<file path="src/rtl/udma_uart_rx_buffer.sv">
// UART RX receive buffer: character FIFO with parity flags, DMA or register drain,
// level/timeout interrupt and RTS flow control with watermark hysteresis.
module udma_uart_rx_buffer #(
  parameter int unsigned DATA_WIDTH = 9,
  parameter int unsigned DEPTH      = 16,
  parameter int unsigned TIMEOUT_W  = 16,
  localparam int unsigned CW        = $clog2(DEPTH) + 1
) (
  input  logic                  sys_clk_i,
  input  logic                  rstn_i,
  input  logic                  clr_i,
  input  logic [1:0]            cfg_mode_i,
  input  logic                  cfg_rts_en_i,
  input  logic [CW-1:0]         cfg_hi_wm_i,
  input  logic [CW-1:0]         cfg_lo_wm_i,
  input  logic [CW-1:0]         cfg_irq_thr_i,
  input  logic [TIMEOUT_W-1:0]  cfg_timeout_i,
  input  logic [DATA_WIDTH-1:0] char_data_i,
  input  logic                  char_valid_i,
  input  logic                  char_err_parity_i,
  output logic [31:0]           data_rx_o,
  output logic                  data_rx_valid_o,
  input  logic                  data_rx_ready_i,
  input  logic                  poll_rd_i,
  output logic [31:0]           poll_data_o,
  output logic [CW-1:0]         level_o,
  output logic                  rts_no,
  output logic                  rx_irq_o,
  output logic                  timeout_event_o,
  output logic                  overflow_event_o,
  output logic                  parity_event_o
);

  localparam int unsigned AW = $clog2(DEPTH);

  typedef enum logic {StReady, StStop} rts_state_e;

  logic [DATA_WIDTH:0]  mem_q [DEPTH];
  logic [AW-1:0]        wptr_q, wptr_d, rptr_q, rptr_d;
  logic [CW-1:0]        count_q, count_d;
  logic [1:0]           mode_q;
  logic [TIMEOUT_W-1:0] to_cnt_q, to_cnt_d;
  logic                 to_pend_q, to_pend_d;
  logic                 to_evt_q, to_evt_d;
  logic                 ovf_q, ovf_d;
  logic                 par_q, par_d;
  logic                 irq_q, irq_d;
  rts_state_e           rts_q, rts_d;

  logic                 empty, full, dma_mode, pop, push;
  logic [DATA_WIDTH:0]  head;

  always_comb begin
    empty    = (count_q == '0);
    full     = (count_q == CW'(DEPTH));
    dma_mode = (mode_q == 2'b00);
    pop      = !clr_i && !empty && (dma_mode ? data_rx_ready_i : poll_rd_i);
    // A full FIFO still accepts a character when a pop frees a slot this cycle.
    push     = !clr_i && char_valid_i && (!full || pop);
    ovf_d    = !clr_i && char_valid_i && full && !pop;
    par_d    = push && char_err_parity_i;
  end

  always_comb begin
    wptr_d  = wptr_q;
    rptr_d  = rptr_q;
    count_d = count_q;
    if (clr_i) begin
      wptr_d  = '0;
      rptr_d  = '0;
      count_d = '0;
    end else begin
      if (push) wptr_d = wptr_q + AW'(1);
      if (pop)  rptr_d = rptr_q + AW'(1);
      count_d = count_q + CW'(push) - CW'(pop);
    end
  end

  // Idle timer only runs while data sits untouched; it parks at the limit after firing.
  always_comb begin
    to_cnt_d  = to_cnt_q;
    to_pend_d = to_pend_q;
    to_evt_d  = 1'b0;
    if (clr_i) begin
      to_cnt_d  = '0;
      to_pend_d = 1'b0;
    end else begin
      if (pop) to_pend_d = 1'b0;
      if (push || pop || empty || (cfg_timeout_i == '0)) begin
        to_cnt_d = '0;
      end else if (to_cnt_q < cfg_timeout_i) begin
        to_cnt_d = to_cnt_q + TIMEOUT_W'(1);
        if (to_cnt_d == cfg_timeout_i) begin
          to_evt_d  = 1'b1;
          to_pend_d = 1'b1;
        end
      end
    end
  end

  always_comb begin
    rts_d = rts_q;
    irq_d = 1'b0;
    if (clr_i || !cfg_rts_en_i) begin
      rts_d = StReady;
    end else begin
      unique case (rts_q)
        StReady: if (count_q >= cfg_hi_wm_i) rts_d = StStop;
        StStop:  if (count_q <= cfg_lo_wm_i) rts_d = StReady;
      endcase
    end
    if (!clr_i && (mode_q == 2'b10)) begin
      irq_d = ((cfg_irq_thr_i != '0) && (count_q >= cfg_irq_thr_i)) || to_pend_q;
    end
  end

  always_ff @(posedge sys_clk_i) begin
    if (push) mem_q[wptr_q] <= {char_err_parity_i, char_data_i};
  end

  always_ff @(posedge sys_clk_i or negedge rstn_i) begin
    if (!rstn_i) begin
      wptr_q    <= '0;
      rptr_q    <= '0;
      count_q   <= '0;
      mode_q    <= 2'b00;
      to_cnt_q  <= '0;
      to_pend_q <= 1'b0;
      to_evt_q  <= 1'b0;
      ovf_q     <= 1'b0;
      par_q     <= 1'b0;
      irq_q     <= 1'b0;
      rts_q     <= StReady;
    end else begin
      wptr_q    <= wptr_d;
      rptr_q    <= rptr_d;
      count_q   <= count_d;
      mode_q    <= cfg_mode_i;
      to_cnt_q  <= to_cnt_d;
      to_pend_q <= to_pend_d;
      to_evt_q  <= to_evt_d;
      ovf_q     <= ovf_d;
      par_q     <= par_d;
      irq_q     <= irq_d;
      rts_q     <= rts_d;
    end
  end

  // Head is masked when empty so stale storage never reaches the outputs.
  always_comb begin
    head        = mem_q[rptr_q];
    data_rx_o   = '0;
    poll_data_o = '0;
    if (!empty) begin
      data_rx_o                    = 32'(head[DATA_WIDTH-1:0]);
      poll_data_o[DATA_WIDTH-1:0]  = head[DATA_WIDTH-1:0];
      poll_data_o[16]              = 1'b1;
      poll_data_o[17]              = head[DATA_WIDTH];
    end
  end

  assign data_rx_valid_o  = dma_mode && !empty;
  assign level_o          = count_q;
  assign rts_no           = (rts_q == StStop);
  assign rx_irq_o         = irq_q;
  assign timeout_event_o  = to_evt_q;
  assign overflow_event_o = ovf_q;
  assign parity_event_o   = par_q;

endmodule
</file>
<file path="config.mk">
export PLATFORM = sky130hd
export DESIGN_NAME = udma_uart_rx_buffer
export DESIGN_NICKNAME = d
export VERILOG_FILES = /design/src/rtl/udma_uart_rx_buffer.sv
export SDC_FILE = /design/constraint.sdc
export NUM_CORES = 1
export LEC_CHECK = 0
export ABC_AREA = 1
export CAP_MARGIN = 20
export CELL_PAD_IN_SITES_DETAIL_PLACEMENT = 1
export CELL_PAD_IN_SITES_GLOBAL_PLACEMENT = 2
export CORE_AREA = 2 2 201 144
export CTS_CLUSTER_DIAMETER = 50
export DETAILED_ROUTE_END_ITERATION = 8
export DIE_AREA = 0 0 203 146
export PLACE_DENSITY = 0.84
export SLEW_MARGIN = 10
export SYNTH_ARGS = -nofsm -noshare
export SYNTH_HDL_FRONTEND = slang
export SYNTH_SLANG_ARGS = --single-unit
</file>
<file path="constraint.sdc">
create_clock -name sys_clk_i -period 3.77 [get_ports sys_clk_i]
set_input_delay 1.131 -clock sys_clk_i [delete_from_list [all_inputs] [get_ports sys_clk_i]]
set_output_delay 1.131 -clock sys_clk_i [all_outputs]
set_load 0.01 [all_outputs]
</file>
Yosys cells after proc, flatten, opt, wreduce, memory -nomap -nowiden
Memory sizes are Yosys's and may differ from the RTL's.
Index checks and enable logic that the tools add are counted.
{"block": "totals", "out_inout_bits": 75, "mem_count": 1, "elab_cells": 81, "inputBits": 50, "mem_bits_rw": 160, "ff_bits": 37}
{"block": "classes", "add_sub_neg": 5, "bitwise_logic": 1, "n_lt_le_gt_ge": 4, "mux": 28, "eq_ne": 3, "reduce_logical": 28}
{"memory": "mem_q", "words": 16, "word_bits": 10, "rd": 1, "rd_clocked_by_memory_dff": 0, "write_ports": 1, "line_no": "38", "rtl": "logic [DATA_WIDTH:0] mem_q [DEPTH];"}
{"op": "$mux 16", "n": 3}
{"op": "$mux 9", "n": 2}
{"op": "$add 16x1->16 const B", "n": 1}
{"op": "$eq 16x16->1", "n": 1}
{"op": "$logic_not 16->1", "n": 1}
{"op": "$lt 16x16->1", "n": 1}
{"op": "$mux 1", "n": 16}
{"op": "$mux 4", "n": 4}
{"op": "$ge 5x5->1", "n": 2}
{"op": "$logic_and 1x1->1", "n": 10}
{"op": "$add 4x1->4 const B", "n": 2}
{"op": "$logic_or 1x1->1", "n": 6}
{"op": "$add 5x1->5", "n": 1}
{"op": "$eq 5x5->1 const B", "n": 1}
{"op": "$le 5x5->1", "n": 1}
{"op": "$logic_not 1->1", "n": 5}
{"op": "$logic_not 5->1", "n": 1}
{"op": "$mux 5", "n": 1}
{"op": "$reduce_bool 5->1", "n": 1}
{"op": "$sub 5x1->5", "n": 1}
{"op": "$reduce_bool 2->1", "n": 2}
{"op": "$reduce_bool 3->1", "n": 1}
{"op": "$eq 2x2->1 const B", "n": 1}
{"op": "$logic_not 2->1", "n": 1}
{"op": "3 further kinds", "n": 3}

Depth between registers and ports, before layout
{"block": "depth", "depth_word": 11, "ltp_mapped": 18, "ltp_nobuf": 18}

Least setup slack after synthesis
No wires, ideal clock.
{"block": "synth_timing", "path_kind": "input -> register", "start": "in clr_i", "end": "reg count_q[4], in the netlist level_o[4]", "required_time_ps": 3652, "cell_stages": 16, "path_slack_ps": 534, "arrival_ps": 3118, "path_cell_list": "inv_1 -> nand2_1 -> inv_1 -> nand2_2 -> a21oi_4 -> inv_1 -> ha_1 -> ha_1 -> fa_1 -> nand2_1 -> inv_1 -> nor2_1 -> nor2_1 -> nor2_1 -> xor2_1 -> nor2_1"}
{"block": "synth_via", "elab_chain_len": 8}
{"item": "start, declared", "line_no": "11", "rtl": "input logic clr_i,"}
{"item": "$logic_not 1->1", "line_no": "57, 59"}
{"item": "$logic_and 1x1->1 (2 in series)", "line_no": "57", "rtl": "pop = !clr_i && !empty && (dma_mode ? data_rx_ready_i : poll_rd_i);"}
{"item": "$logic_or 1x1->1", "line_no": "59", "rtl": "push = !clr_i && char_valid_i && (!full || pop);"}
{"item": "$logic_and 1x1->1", "line_no": "59"}
{"item": "$add 5x1->5", "line_no": "75", "rtl": "count_d = count_q + CW'(push) - CW'(pop);"}
{"item": "$sub 5x1->5", "line_no": "75"}
{"item": "$mux 5 (*)", "line_no": "68", "rtl": "if (clr_i) begin"}
{"item": "via count_d[4]", "line_no": "40", "rtl": "logic [CW-1:0] count_q, count_d;"}
{"item": "end signal, assigned", "line_no": "137", "rtl": "count_q <= count_d;"}
{"item": "end, declared", "line_no": "40"}
The timed path passes the listed nets; every way through them passes the cells marked *.
A chain may end at the register's enable or synchronous reset.

Worst setup path after layout
{"block": "layout_timing", "start": "reg rptr_q[0]", "end": "out data_rx_o[2]"}
{"block": "layout_via", "elab_chain_len": 2}
{"item": "start, declared", "line_no": "39", "rtl": "logic [AW-1:0] wptr_q, wptr_d, rptr_q, rptr_d;"}
{"item": "start signal, assigned", "line_no": "136", "rtl": "rptr_q <= rptr_d;"}
{"item": "$mem_v2 16x10"}
{"item": "$mux 9", "line_no": "154", "rtl": "if (!empty) begin"}
{"item": "end, declared", "line_no": "21", "rtl": "output logic [31:0] data_rx_o,"}
Every way passes these cells.

==> impl_metrics.toml <==
[status]
status = "finished clean"

[critical_path]
setup.worst_path.start = "rptr_q[0]"
r2r_slack_ps = 960
worstSetupPathType = "reg -> out"
rr_endpoint = "level_o[4]"
crit_fanout = 21
worstPathArrival_ps = 2480
reg2reg_depth = 18
required_ps = 2640
cp-start-kind = "register"
path_depth = 7
cp_slowest_stage_delay_ps = 570
crit_chain = "inv_4 > buf_12 > nand2_1 > a221oi_1 > nor2_1 > a211oi_2 > clkdlybuf4s50_1"
path_delay_family = "buffers and inverters"
crit_end = "data_rx_o[2]"
regToRegStartpoint = "level_o[2]"
cp_num_buf_inv = 3
cp_slowest_cell = "clkdlybuf4s50_1"
endpoint_kind = "output port"

[floorplanning]
dieWidth_um = 203
core-area_mm2 = 0.0275
core.rowCount = 51
io_pins = 125
die_h_um = 146
die_area_mm2 = 0.0296
start_util = 0.357

[pwr]
p_seq_frac = 0.380
power.leakage_nw = 4.83
combPwrFrac = 0.328
p_int_mw = 4.32
clockPowerShare = 0.292
swShare = 0.341
powerDensity_mw_per_mm2 = 555
switching_power_mw = 2.24
vdd_drop_max_mv = 0.262

[yosys]
yosysWarnings = 0
ys_types = 38
netlist_area_mm2 = 0.00981
synth_top_area_frac = 0.490
ys_seq_elements = 197
syn_avg_cell_area_um2 = 10.4
synth_edf_count = 160
synthTopCellsByArea = "edfxtp_1 49%, dfrtp_1 9.4%, nand2_1 7.2%"
syn_inst = 946
synthFlopType = "edfxtp_1"
ys_seq_area_frac = 0.584
synthArstFlopShare = 0.188
yosysTopAreaCell = "edfxtp_1"

[route]
detail-route-antenna-nets = 0
vias = 7234
drtIter0Drc = 455
firstDrtPassIters = 5
wirelength_mm = 27.9
drc = 0
via_per_inst = 5.05
wl_per_cell_um = 19.5

[sta]
finalSetupViolCount = 0
skew_ps = 12.2
max-slew-margin-rel = 0.367
finalMaxSlewViolations = 0
fin_crit_ps = 3620
hold_viol = 0
rsz0062_at_grt = "no"
worstMarginPinSlew_ps = 949
tns_ps = 0
finalCritPeriodShare = 0.959
fmax_mhz = 277

[place]
io_buffers = 80
dpl.hpwl_mm = 19.1
place_congestion = 0.809

[finish]
multi_input_area_mm2 = 0.00348
synthToLayoutAreaGrowth_pct = 20.6
final_cell_mix = "188 x nand2_1, 160 x edfxtp_1, 87 x nor2_1"
fin_util = 0.430
final_common_cell = "nand2_1"
nets = 1143
drive_gt1_frac = 0.0961
n_fill_cell = 3036
antenna_cells = 0
seq_area_mm2 = 0.00573

[global_route]
grt_pass1_wl_mm = 42.7
grt_max_degree = 43
grt_pass1_vias = 7297
grt.overflow.total = 0
antenna_found_initial = 0
track_usage = 0.189

[clock_network]
cts_max_level = 4
cts.sinks = 197
cts_setup_buffers = 0
clock_path_buffers = 2
clk_pin_slew_ps = 80
root_buffer = "clkbuf_16"
cts_tree = "built"
cts_inserted_buffers = 17
clock_latency_ps = 450

[min_path]
hold_start = "to_pend_q"
worstHoldPathType = "reg -> reg"

[run]
drv_cap = 0
cell usage after synthesis (12+ instances only):
master,number
a21oi_1,57
buf_4,54
clkbuf_1,22
dfrtp_1,37
edfxtp_1,160
ha_1,44
inv_1,84
nand2_1,188
nand3_1,37
nand4_1,14
nor2_1,87
nor3_1,12
o21ai_0,37
o22ai_1,22
routing by layer:
| metal | up-vias | global-route usage | part of all wire | wire, um |
|---|---|---|---|---|
| met5 | - | 0 | 0 | 0 |
| met4 | 0 | 0.0580 | 0.016 | 449 |
| met3 | 32 | 0.0305 | 0.046 | 1300 |
| met2 | 176 | 0.293 | 0.46 | 12700 |
| met1 | 3625 | 0.272 | 0.48 | 13400 |
| li1 | 3401 | - | - | - |
worst min-delay path: cells and delay by family (launching register included):
kind          cells  cell delay (ps)
simple gates      2              130
flops             1              370
how the worst min path moves through the flow:
stage | endpoint | slack [ps] | cells after the start
2_1_floorplan | to_pend_q | 450 | 2
3_3_place_gp | to_pend_q | 510 | 2
3_5_place_dp | to_pend_q | 500 | 2
4_1_cts | to_pend_q | 520 | 2
5_1_grt | rx_irq_o | 560 | 2
6_report | to_pend_q | 520 | 2
state kept, by name, summed over array words and instances, names as in the netlist:
| register | count |
|---|---|
| rx_irq_o | 1 |
| level_o | 5 |
| overflow_event_o | 1 |
| timeout_event_o | 1 |
| parity_event_o | 1 |
| mem_q | 160 |
| mode_q | 2 |
| rts_no | 1 |
| to_cnt_q | 16 |
| wptr_q | 4 |
| rptr_q | 4 |
| to_pend_q | 1 |
cell type report:
cell class | instances | area share
flip-flops and latches | 197 | 0.485
multi-input cells | 623 | 0.295
repair buffers | 123 | 0.103
well taps | 371 | 0.0392
clock buffers | 17 | 0.0360
inverters | 86 | 0.0275
clock inverters | 15 | 0.0156
power by group through the flow:
stage               clock network [mW]  registers, mW  logic (mW)
detailed placement                   0           2.53        2.10
finish                            1.92           2.49        2.15
floorplan                            0           2.54        1.21
global placement                     0           2.53        2.04
CTS                               1.96           2.49        2.14
global route                      2.03           2.50        2.37
metrics by stage:
stage / instances / hold slack [ps] / cell area, um2 / worst slack (ps) / power (mW)
CTS: 1431 / 524 / 11800 / 7.02 / 6.59
global placement: 1399 / 505 / 11100 / 130 / 4.57
global route: 1432 / 558 / 11800 / 10.2 / 6.90
detailed placement: 1399 / 504 / 11100 / 83.5 / 4.63
floorplan: 989 / 451 / 9970 / 534 / 3.75
finish: 1432 / 517 / 11800 / 154 / 6.56
cell families after synthesis:
family,Yosys count,share of synthesized area
multiplexers,10,0.0102
AO/OA/AOI/OAI,170,0.107
buffers and inverters,169,0.0863
adder cells (fa/ha/maj),45,0.0582
flip-flops,197,0.584
AND/OR/NAND/NOR,346,0.145
XOR/XNOR,8,0.00855
other,1,0.000382
repair_timing:
action                                 CTS  global route
gates resized for setup                 22            17
setup endpoints to repair               19            12
gates cloned                             0             1
pin swaps                                0             0
hold buffers                             0             0
endpoints found under the hold margin    0             0
No activity file was read; power rests on OpenSTA's default activity.
